<file path="src/rtl/fc2_serial_mac_pkg.sv">
// Shared LeNet-5 datapath definitions: widths, layer sizes,
// FC FSM state encoding and the saturating adder used by FC2/FC3.
package lenet_pkg;

    localparam int DATA_WIDTH = 16;
    localparam int FRAC_BITS  = 8;
    localparam int ACC_WIDTH  = 40;

    localparam int FC1_OUT = 120;
    localparam int FC2_OUT = 84;
    localparam int FC3_OUT = 10;

    typedef logic signed [DATA_WIDTH-1:0] data_t;

    typedef enum logic [2:0] {
        S_IDLE,
        S_MAC,
        S_DRAIN,
        S_WRITE,
        S_DONE
    } fc_state_e;

    localparam data_t DATA_MAX = data_t'({1'b0, {(DATA_WIDTH-1){1'b1}}});
    localparam data_t DATA_MIN = data_t'({1'b1, {(DATA_WIDTH-1){1'b0}}});

    // One guard bit is enough to detect overflow of a two-operand sum.
    function automatic data_t sat_add(input data_t a, input data_t b);
        logic [DATA_WIDTH:0] s;
        s = {a[DATA_WIDTH-1], a} + {b[DATA_WIDTH-1], b};
        if (s[DATA_WIDTH] != s[DATA_WIDTH-1])
            sat_add = s[DATA_WIDTH] ? DATA_MIN : DATA_MAX;
        else
            sat_add = data_t'(s[DATA_WIDTH-1:0]);
    endfunction

endpackage

</file>
<file path="src/rtl/fc2_serial_mac_if.sv">
// FC2 layer bus: enable/done, the three ROM/buffer read ports
// and the FC2 result buffer write port.
interface fc2_serial_mac_if;
    import lenet_pkg::*;

    logic        en;
    logic [6:0]  in_read_addr;
    data_t       in_read_data;
    logic [13:0] weight_addr;
    data_t       weight_data;
    logic [6:0]  bias_addr;
    data_t       bias_data;
    logic        out_write_ena;
    logic [6:0]  out_write_addr;
    data_t       out_write_data;
    logic        done;

    modport master (
        output en, in_read_data, weight_data, bias_data,
        input  in_read_addr, weight_addr, bias_addr,
        input  out_write_ena, out_write_addr, out_write_data, done
    );

    modport slave (
        input  en, in_read_data, weight_data, bias_data,
        output in_read_addr, weight_addr, bias_addr,
        output out_write_ena, out_write_addr, out_write_data, done
    );

endinterface

</file>
<file path="src/rtl/fc_mac_unit.sv">
// Pipelined signed MAC with product register, clearable accumulator
// and shift/saturate/bias/ReLU output stage; shared by FC2 and FC3.
module fc_mac_unit
    import lenet_pkg::*;
(
    input  logic  clk,
    input  logic  rst,
    input  logic  clr_i,
    input  logic  issue_i,
    input  data_t a_i,
    input  data_t b_i,
    input  data_t bias_i,
    output data_t result_o
);

    localparam int PW = 2 * DATA_WIDTH;

    logic                        v1_q, v2_q;
    logic signed [PW-1:0]        a_x, b_x, p_d, p_q;
    logic signed [ACC_WIDTH-1:0] acc_d, acc_q, shifted;
    data_t                       s1, s2;

    assign a_x = {{DATA_WIDTH{a_i[DATA_WIDTH-1]}}, a_i};
    assign b_x = {{DATA_WIDTH{b_i[DATA_WIDTH-1]}}, b_i};
    assign p_d = a_x * b_x;
    assign acc_d = acc_q + {{(ACC_WIDTH-PW){p_q[PW-1]}}, p_q};

    // v1: ROM data valid this cycle; v2: product register valid.
    always_ff @(posedge clk) begin
        if (rst || clr_i) begin
            v1_q  <= 1'b0;
            v2_q  <= 1'b0;
            p_q   <= '0;
            acc_q <= '0;
        end else begin
            v1_q <= issue_i;
            v2_q <= v1_q;
            if (v1_q)
                p_q <= p_d;
            if (v2_q)
                acc_q <= acc_d;
        end
    end

    assign shifted = acc_q >>> FRAC_BITS;

    always_comb begin
        s1 = DATA_MAX;
        if (&shifted[ACC_WIDTH-1:DATA_WIDTH-1] ||
            ~|shifted[ACC_WIDTH-1:DATA_WIDTH-1])
            s1 = data_t'(shifted[DATA_WIDTH-1:0]);
        else if (shifted[ACC_WIDTH-1])
            s1 = DATA_MIN;
        s2 = sat_add(s1, bias_i);
        result_o = s2[DATA_WIDTH-1] ? '0 : s2;
    end

endmodule

</file>
<file path="src/rtl/fc2_serial_mac.sv">
// LeNet-5 FC2 layer: 120 -> 84 neurons through one serial MAC,
// sequencing ROM addresses and writing ReLU results to the FC2 buffer.
module fc2_serial_mac
    import lenet_pkg::*;
(
    input logic            clk,
    input logic            rst,
    fc2_serial_mac_if.slave bus
);

    localparam logic [6:0] K_LAST = 7'(FC1_OUT - 1);
    localparam logic [6:0] N_LAST = 7'(FC2_OUT - 1);

    fc_state_e   state_q, state_d;
    logic [6:0]  k_q, k_d;
    logic [6:0]  n_q, n_d;
    logic [13:0] w_q, w_d;
    logic        abort, in_mac, wr, clr;
    data_t       mac_out;

    assign abort = !bus.en && (state_q != S_IDLE);

    always_comb begin
        state_d = state_q;
        k_d     = k_q;
        n_d     = n_q;
        w_d     = w_q;
        unique case (state_q)
            S_IDLE: begin
                if (bus.en)
                    state_d = S_MAC;
            end
            S_MAC: begin
                k_d = k_q + 7'd1;
                w_d = w_q + 14'd1;
                if (k_q == K_LAST) begin
                    k_d     = '0;
                    state_d = S_DRAIN;
                end
            end
            // k doubles as the two-cycle drain counter
            S_DRAIN: begin
                k_d = k_q + 7'd1;
                if (k_q == 7'd1) begin
                    k_d     = '0;
                    state_d = S_WRITE;
                end
            end
            S_WRITE: begin
                n_d     = n_q + 7'd1;
                state_d = (n_q < N_LAST) ? S_MAC : S_DONE;
            end
            S_DONE: begin
                state_d = S_DONE;
            end
            default: begin
                state_d = S_IDLE;
            end
        endcase
        if (abort) begin
            state_d = S_IDLE;
            k_d     = '0;
            n_d     = '0;
            w_d     = '0;
        end
    end

    always_ff @(posedge clk) begin
        if (rst) begin
            state_q <= S_IDLE;
            k_q     <= '0;
            n_q     <= '0;
            w_q     <= '0;
        end else begin
            state_q <= state_d;
            k_q     <= k_d;
            n_q     <= n_d;
            w_q     <= w_d;
        end
    end

    assign in_mac = (state_q == S_MAC);
    assign wr     = (state_q == S_WRITE) && bus.en;
    assign clr    = abort || (state_q == S_WRITE) || (state_q == S_IDLE);

    fc_mac_unit u_mac (
        .clk      (clk),
        .rst      (rst),
        .clr_i    (clr),
        .issue_i  (in_mac && bus.en),
        .a_i      (bus.in_read_data),
        .b_i      (bus.weight_data),
        .bias_i   (bus.bias_data),
        .result_o (mac_out)
    );

    assign bus.in_read_addr   = in_mac ? k_q : '0;
    assign bus.weight_addr    = in_mac ? w_q : '0;
    assign bus.bias_addr      = (in_mac || state_q == S_DRAIN ||
                                 state_q == S_WRITE) ? n_q : '0;
    assign bus.out_write_ena  = wr;
    assign bus.out_write_addr = wr ? n_q : '0;
    assign bus.out_write_data = wr ? mac_out : '0;
    assign bus.done           = (state_q == S_DONE) && bus.en;

endmodule
</file>
<file path="src/flat_wrapper.sv">
// flat-port wrapper written by rule: the top's interface ports become plain ports
module fc2_serial_mac_flat import lenet_pkg::*;
  (clk, rst, bus_en, bus_in_read_data, bus_weight_data, bus_bias_data, bus_in_read_addr, bus_weight_addr, bus_bias_addr, bus_out_write_ena, bus_out_write_addr, bus_out_write_data, bus_done);
  fc2_serial_mac_if bus_i ();
  input logic clk;
  input logic rst;
  input wire logic [$bits(bus_i.en)-1:0] bus_en;
  input wire logic [$bits(bus_i.in_read_data)-1:0] bus_in_read_data;
  input wire logic [$bits(bus_i.weight_data)-1:0] bus_weight_data;
  input wire logic [$bits(bus_i.bias_data)-1:0] bus_bias_data;
  output wire logic [$bits(bus_i.in_read_addr)-1:0] bus_in_read_addr;
  output wire logic [$bits(bus_i.weight_addr)-1:0] bus_weight_addr;
  output wire logic [$bits(bus_i.bias_addr)-1:0] bus_bias_addr;
  output wire logic [$bits(bus_i.out_write_ena)-1:0] bus_out_write_ena;
  output wire logic [$bits(bus_i.out_write_addr)-1:0] bus_out_write_addr;
  output wire logic [$bits(bus_i.out_write_data)-1:0] bus_out_write_data;
  output wire logic [$bits(bus_i.done)-1:0] bus_done;
  assign bus_i.en = bus_en;
  assign bus_i.in_read_data = bus_in_read_data;
  assign bus_i.weight_data = bus_weight_data;
  assign bus_i.bias_data = bus_bias_data;
  assign bus_in_read_addr = bus_i.in_read_addr;
  assign bus_weight_addr = bus_i.weight_addr;
  assign bus_bias_addr = bus_i.bias_addr;
  assign bus_out_write_ena = bus_i.out_write_ena;
  assign bus_out_write_addr = bus_i.out_write_addr;
  assign bus_out_write_data = bus_i.out_write_data;
  assign bus_done = bus_i.done;
  fc2_serial_mac u_core (.clk(clk), .rst(rst), .bus(bus_i));
endmodule
</file>
<file path="config.mk">
export PLATFORM = sky130hd
export DESIGN_NAME = fc2_serial_mac_flat
export DESIGN_NICKNAME = d
export VERILOG_FILES = /design/src/rtl/fc2_serial_mac_pkg.sv /design/src/rtl/fc2_serial_mac_if.sv /design/src/rtl/fc_mac_unit.sv /design/src/rtl/fc2_serial_mac.sv /design/src/flat_wrapper.sv
export SDC_FILE = /design/constraint.sdc
export NUM_CORES = 1
export LEC_CHECK = 0
export ABC_AREA = 0
export CORE_MARGIN = 8
export CORE_UTILIZATION = 30
export CTS_CLUSTER_DIAMETER = 30
export DETAILED_ROUTE_END_ITERATION = 12
export GPL_TIMING_DRIVEN = 0
export PLACE_DENSITY = 0.54
export RECOVER_POWER = 50
export SLEW_MARGIN = 0
export SYNTH_ARGS = -nofsm -noshare
export SYNTH_HDL_FRONTEND = slang
export SYNTH_SLANG_ARGS = --single-unit
</file>
<file path="constraint.sdc">
create_clock -name clk -period 8.72 [get_ports clk]
set_input_delay 2.616 -clock clk [delete_from_list [all_inputs] [get_ports clk]]
set_output_delay 2.616 -clock clk [all_outputs]
set_load 0.05 [all_outputs]
</file>
==> out/metrics.yaml <==
status: "finished clean"
critPathRequiredTime_ns: 8.93
grt_pass1_wl_um: 76900
final_common_cell: "inv_1"
grt_max_degree: 19
pre_cts_ws_ns: -1.20
cp_slowest_cell: "fa_1"
finalNetCount: 2539
final_antenna_net_count: 0
clockBufferDepth: 2
regToRegSetupSlack_ns: 5.48
die-area_um2: 64600
avgSynthCellArea_um2: 8.65
worstMarginPinSlew_ns: 0.921
hold_path_end: "u_core.u_mac.p_q[0]"
wirelength_um: 45700
crit_fanout: 10
fmax_mhz: 117
drv_slew: 0
synth_cell_types: 67
rsz0062_at_grt: "no"
hp-class: "reg -> reg"
wire_per_inst_um: 16.1
n_antenna_cell: 0
drt-pass1-iter-count: 7
leakage_nw: 9.07
area_growth_pct: 14.1
synthesis.nets: 2423
final.setup.tns_ns: 0
yosys_register_bits: 105
synth_cells: 1967
path_buf_inv: 5
root_buffer: "clkbuf_16"
seq_area_frac_synth_pct: 12.4
antenna_found_initial: 1
final_cell_mix: "341 x inv_1, 261 x fa_1, 171 x nand2_1"
ir_drop_uv: 383
fin_cells: 2844
grt_pass1_vias: 14200
cp-end-kind: "flop"
setup.worst_path.class: "in -> reg"
gr-total-overflow: 0
start_util_pct: 30.2
die_w_um: 254
drcViolationCount: 0
min_period_ns: 8.55
r2r-end: "u_core.u_mac.acc_q[38]"
fin_crit_sh_pct: 98.1
core_um2: 56300
cts_tree: "yes"
finalCoreUtilization_pct: 34.5
drive_gt1_share_pct: 5.51
dp_hpwl_um: 38800
final-hold-violation-count: 0
ioPinCount: 104
cts_inserted_buffers: 9
gp_congestion: 0.914
ys_async_sr_fraction_pct: 0
route.vias.total: 13300
nFillCells: 5925
worst_path_largest_cell_delay_ns: 0.56
clock_sinks: 105
synth_edf_count: 0
vias_per_cell: 4.66
port_buffers: 102
crit_family: "adder cells"
drtIter0Drc: 729
p_per_area_nw_per_um2: 393
skew_ns: 0.0109
synth_area_um2: 17000
worstSkewPairLatency_ns: 0.36
crit_chain: "buf_2 -> buf_6 -> nand2_1 -> fa_1 -> fa_1 -> fa_1 -> inv_1 -> fa_1 -> fa_1 -> inv_1 -> fa_1 -> inv_1 -> ha_2 -> nand2_2 -> a2111oi_4 -> a21oi_2 -> or3_4 -> a41oi_4 -> nand3_2 -> a31oi_4 -> a21oi_1 -> mux2i_1 -> a21oi_1"
drv_cap: 0
yosys_warnings: 0
die_h_um: 254
finalSetupViolations: 0
cp.arrival_ns: 8.76
relSlewSlack_pct: 38.6
dp_cells: 2825
worstRegToRegCells: 13
setup_slack_ns: 0.169
path_clk_slew_ns: 0.07
timing.rr.start: "u_core.u_mac.p_q[0]"
rows: 87
startpoint_type: "input port"
hold_depth: 2
register_area_um2: 2100
ctsHoldBuffers: 0
htree_num_levels: 3
crit_start: "bus_weight_data[3]"
crit_top_cell: "fa_1"
track_usage_pct: 14.7
worstHoldStart: "u_core.u_mac.p_q[0]"
multiInputGateArea_um2: 13400
synth_ff_type: "dfxtp_1"
## metrics by stage
stage	cell area, µm²	hold slack (ns)	power, mW
floorplan	17000	0.445	5.64
global placement	19000	0.468	7.09
detailed placement	19000	0.474	7.09
CTS	19400	0.487	7.65
global route	19400	0.511	8.61
finish	19400	0.485	7.63
## cell families (layout without fill, tap and decap cells)
| logic type | count (synthesis) | count (layout) | share of synthesized area (%) |
|---|---|---|---|
| multiplexers | 57 | 57 | 3.36 |
| buffers and inverters | 411 | 532 | 9.12 |
| flip-flops | 105 | 105 | 12.4 |
| adder cells (fa/ha/maj) | 405 | 405 | 41.4 |
| XOR/XNOR | 104 | 104 | 5.35 |
| AO/OA/AOI/OAI | 282 | 282 | 10.9 |
| other | 1 | 1 | 0.0220 |
| AND/OR/NAND/NOR | 602 | 602 | 17.5 |
## worst max path at each step
stage	endpoint	slack (ns)	depth (start not counted)
finish	u_core.u_mac.p_q[31]	0.17	23
global route	bus_out_write_data[4]	0.003	16
CTS	u_core.u_mac.p_q[31]	-0.04	24
detailed placement	u_core.u_mac.p_q[31]	-1.20	23
global placement	u_core.u_mac.p_q[31]	-1.17	23
floorplan	u_core.u_mac.p_q[31]	0.34	22
## per-layer routing
| metal | part of all wire [%] | GRT usage, % | vias up |
|---|---|---|---|
| met1 | 48 | 20.3 | 6486 |
| met3 | 4.3 | 2.20 | 54 |
| li1 | - | - | 6471 |
| met5 | 0.026 | 0 | - |
| met2 | 46 | 24.2 | 247 |
| met4 | 1.7 | 3.04 | 2 |
## state kept, by name (all words and copies together), names as in the netlist
| register | cells |
|---|---|
| u_core.u_mac.acc_q | 40 |
| u_core.u_mac.v1_q | 1 |
| u_core.n_q | 7 |
| u_core.k_q | 7 |
| u_core.u_mac.v2_q | 1 |
| u_core.u_mac.p_q | 32 |
| u_core.w_q | 14 |
| u_core.state_q | 3 |
## worst reg2reg max path, cell delays in order (launching register included)
cell and delay, ns:
dfxtp_1 0.34, ha_1 0.20, inv_1 0.08, fa_1 0.42, nor2b_1 0.18, o211ai_1 0.14
a211o_1 0.34, a21oi_1 0.30, o211ai_2 0.18, a31oi_4 0.28, a211oi_1 0.16, o41ai_2 0.27
xnor2_1 0.15, o21ai_0 0.09
## power by group
part | switching (mW) | internal [mW] | leakage (nW)
clock network | 0.196 | 0.196 | 0.133
logic | 3.84 | 2.91 | 8.09
registers | 0.00431 | 0.482 | 0.846
total | 4.04 | 3.59 | 9.07
## final cells by class
| class | count | share of cell area [%] |
|---|---|---|
| Multi-Input combinational cell | 1451 | 69.1 |
| Sequential cell | 105 | 10.8 |
| Inverter | 342 | 6.61 |
| Tap cell | 756 | 4.87 |
| Timing Repair Buffer | 105 | 4.80 |
| Buffer | 69 | 2.34 |
| Clock buffer | 9 | 1.16 |
| Clock inverter | 7 | 0.264 |
## Yosys cell counts, drive strengths merged (3+ instances only)
cell     number  area share, %
nor4          5           0.18
a211oi       17           0.75
o21bai       14           0.62
nor3         14           0.41
and3         20           0.74
o21ai        67            2.0
a2111oi       4           0.32
nand2b       12           0.44
ha          141             10
dfxtp       105             12
or3           6           0.25
o211ai        8           0.38
a21oi        79            2.4
a21o         36            1.6
a31oi        13           0.60
and2        158            5.8
nand4        19           0.70
mux2i        56            3.3
o41ai         3           0.20
nor3b         3           0.13
inv         341            7.5
nand2       172            3.8
a21boi        4           0.18
fa          264             31
nor2b        15           0.55
a211o         3           0.15
buf           9           0.25
clkbuf       60            1.3
xor2         41            2.1
nand3        24           0.74
nor2        138            3.0
o21a         20           0.88
or2           5           0.18
nand3b        7           0.31
xnor2        63            3.2
## what timing repair did
| action | in CTS | in global routing |
|---|---|---|
| setup buffers | 2 | 1 |
| setup endpoints to repair | 32 | 30 |
| resized for setup | 129 | 128 |
| pin swaps | 3 | 3 |
(Power assumes the default switching activity.)
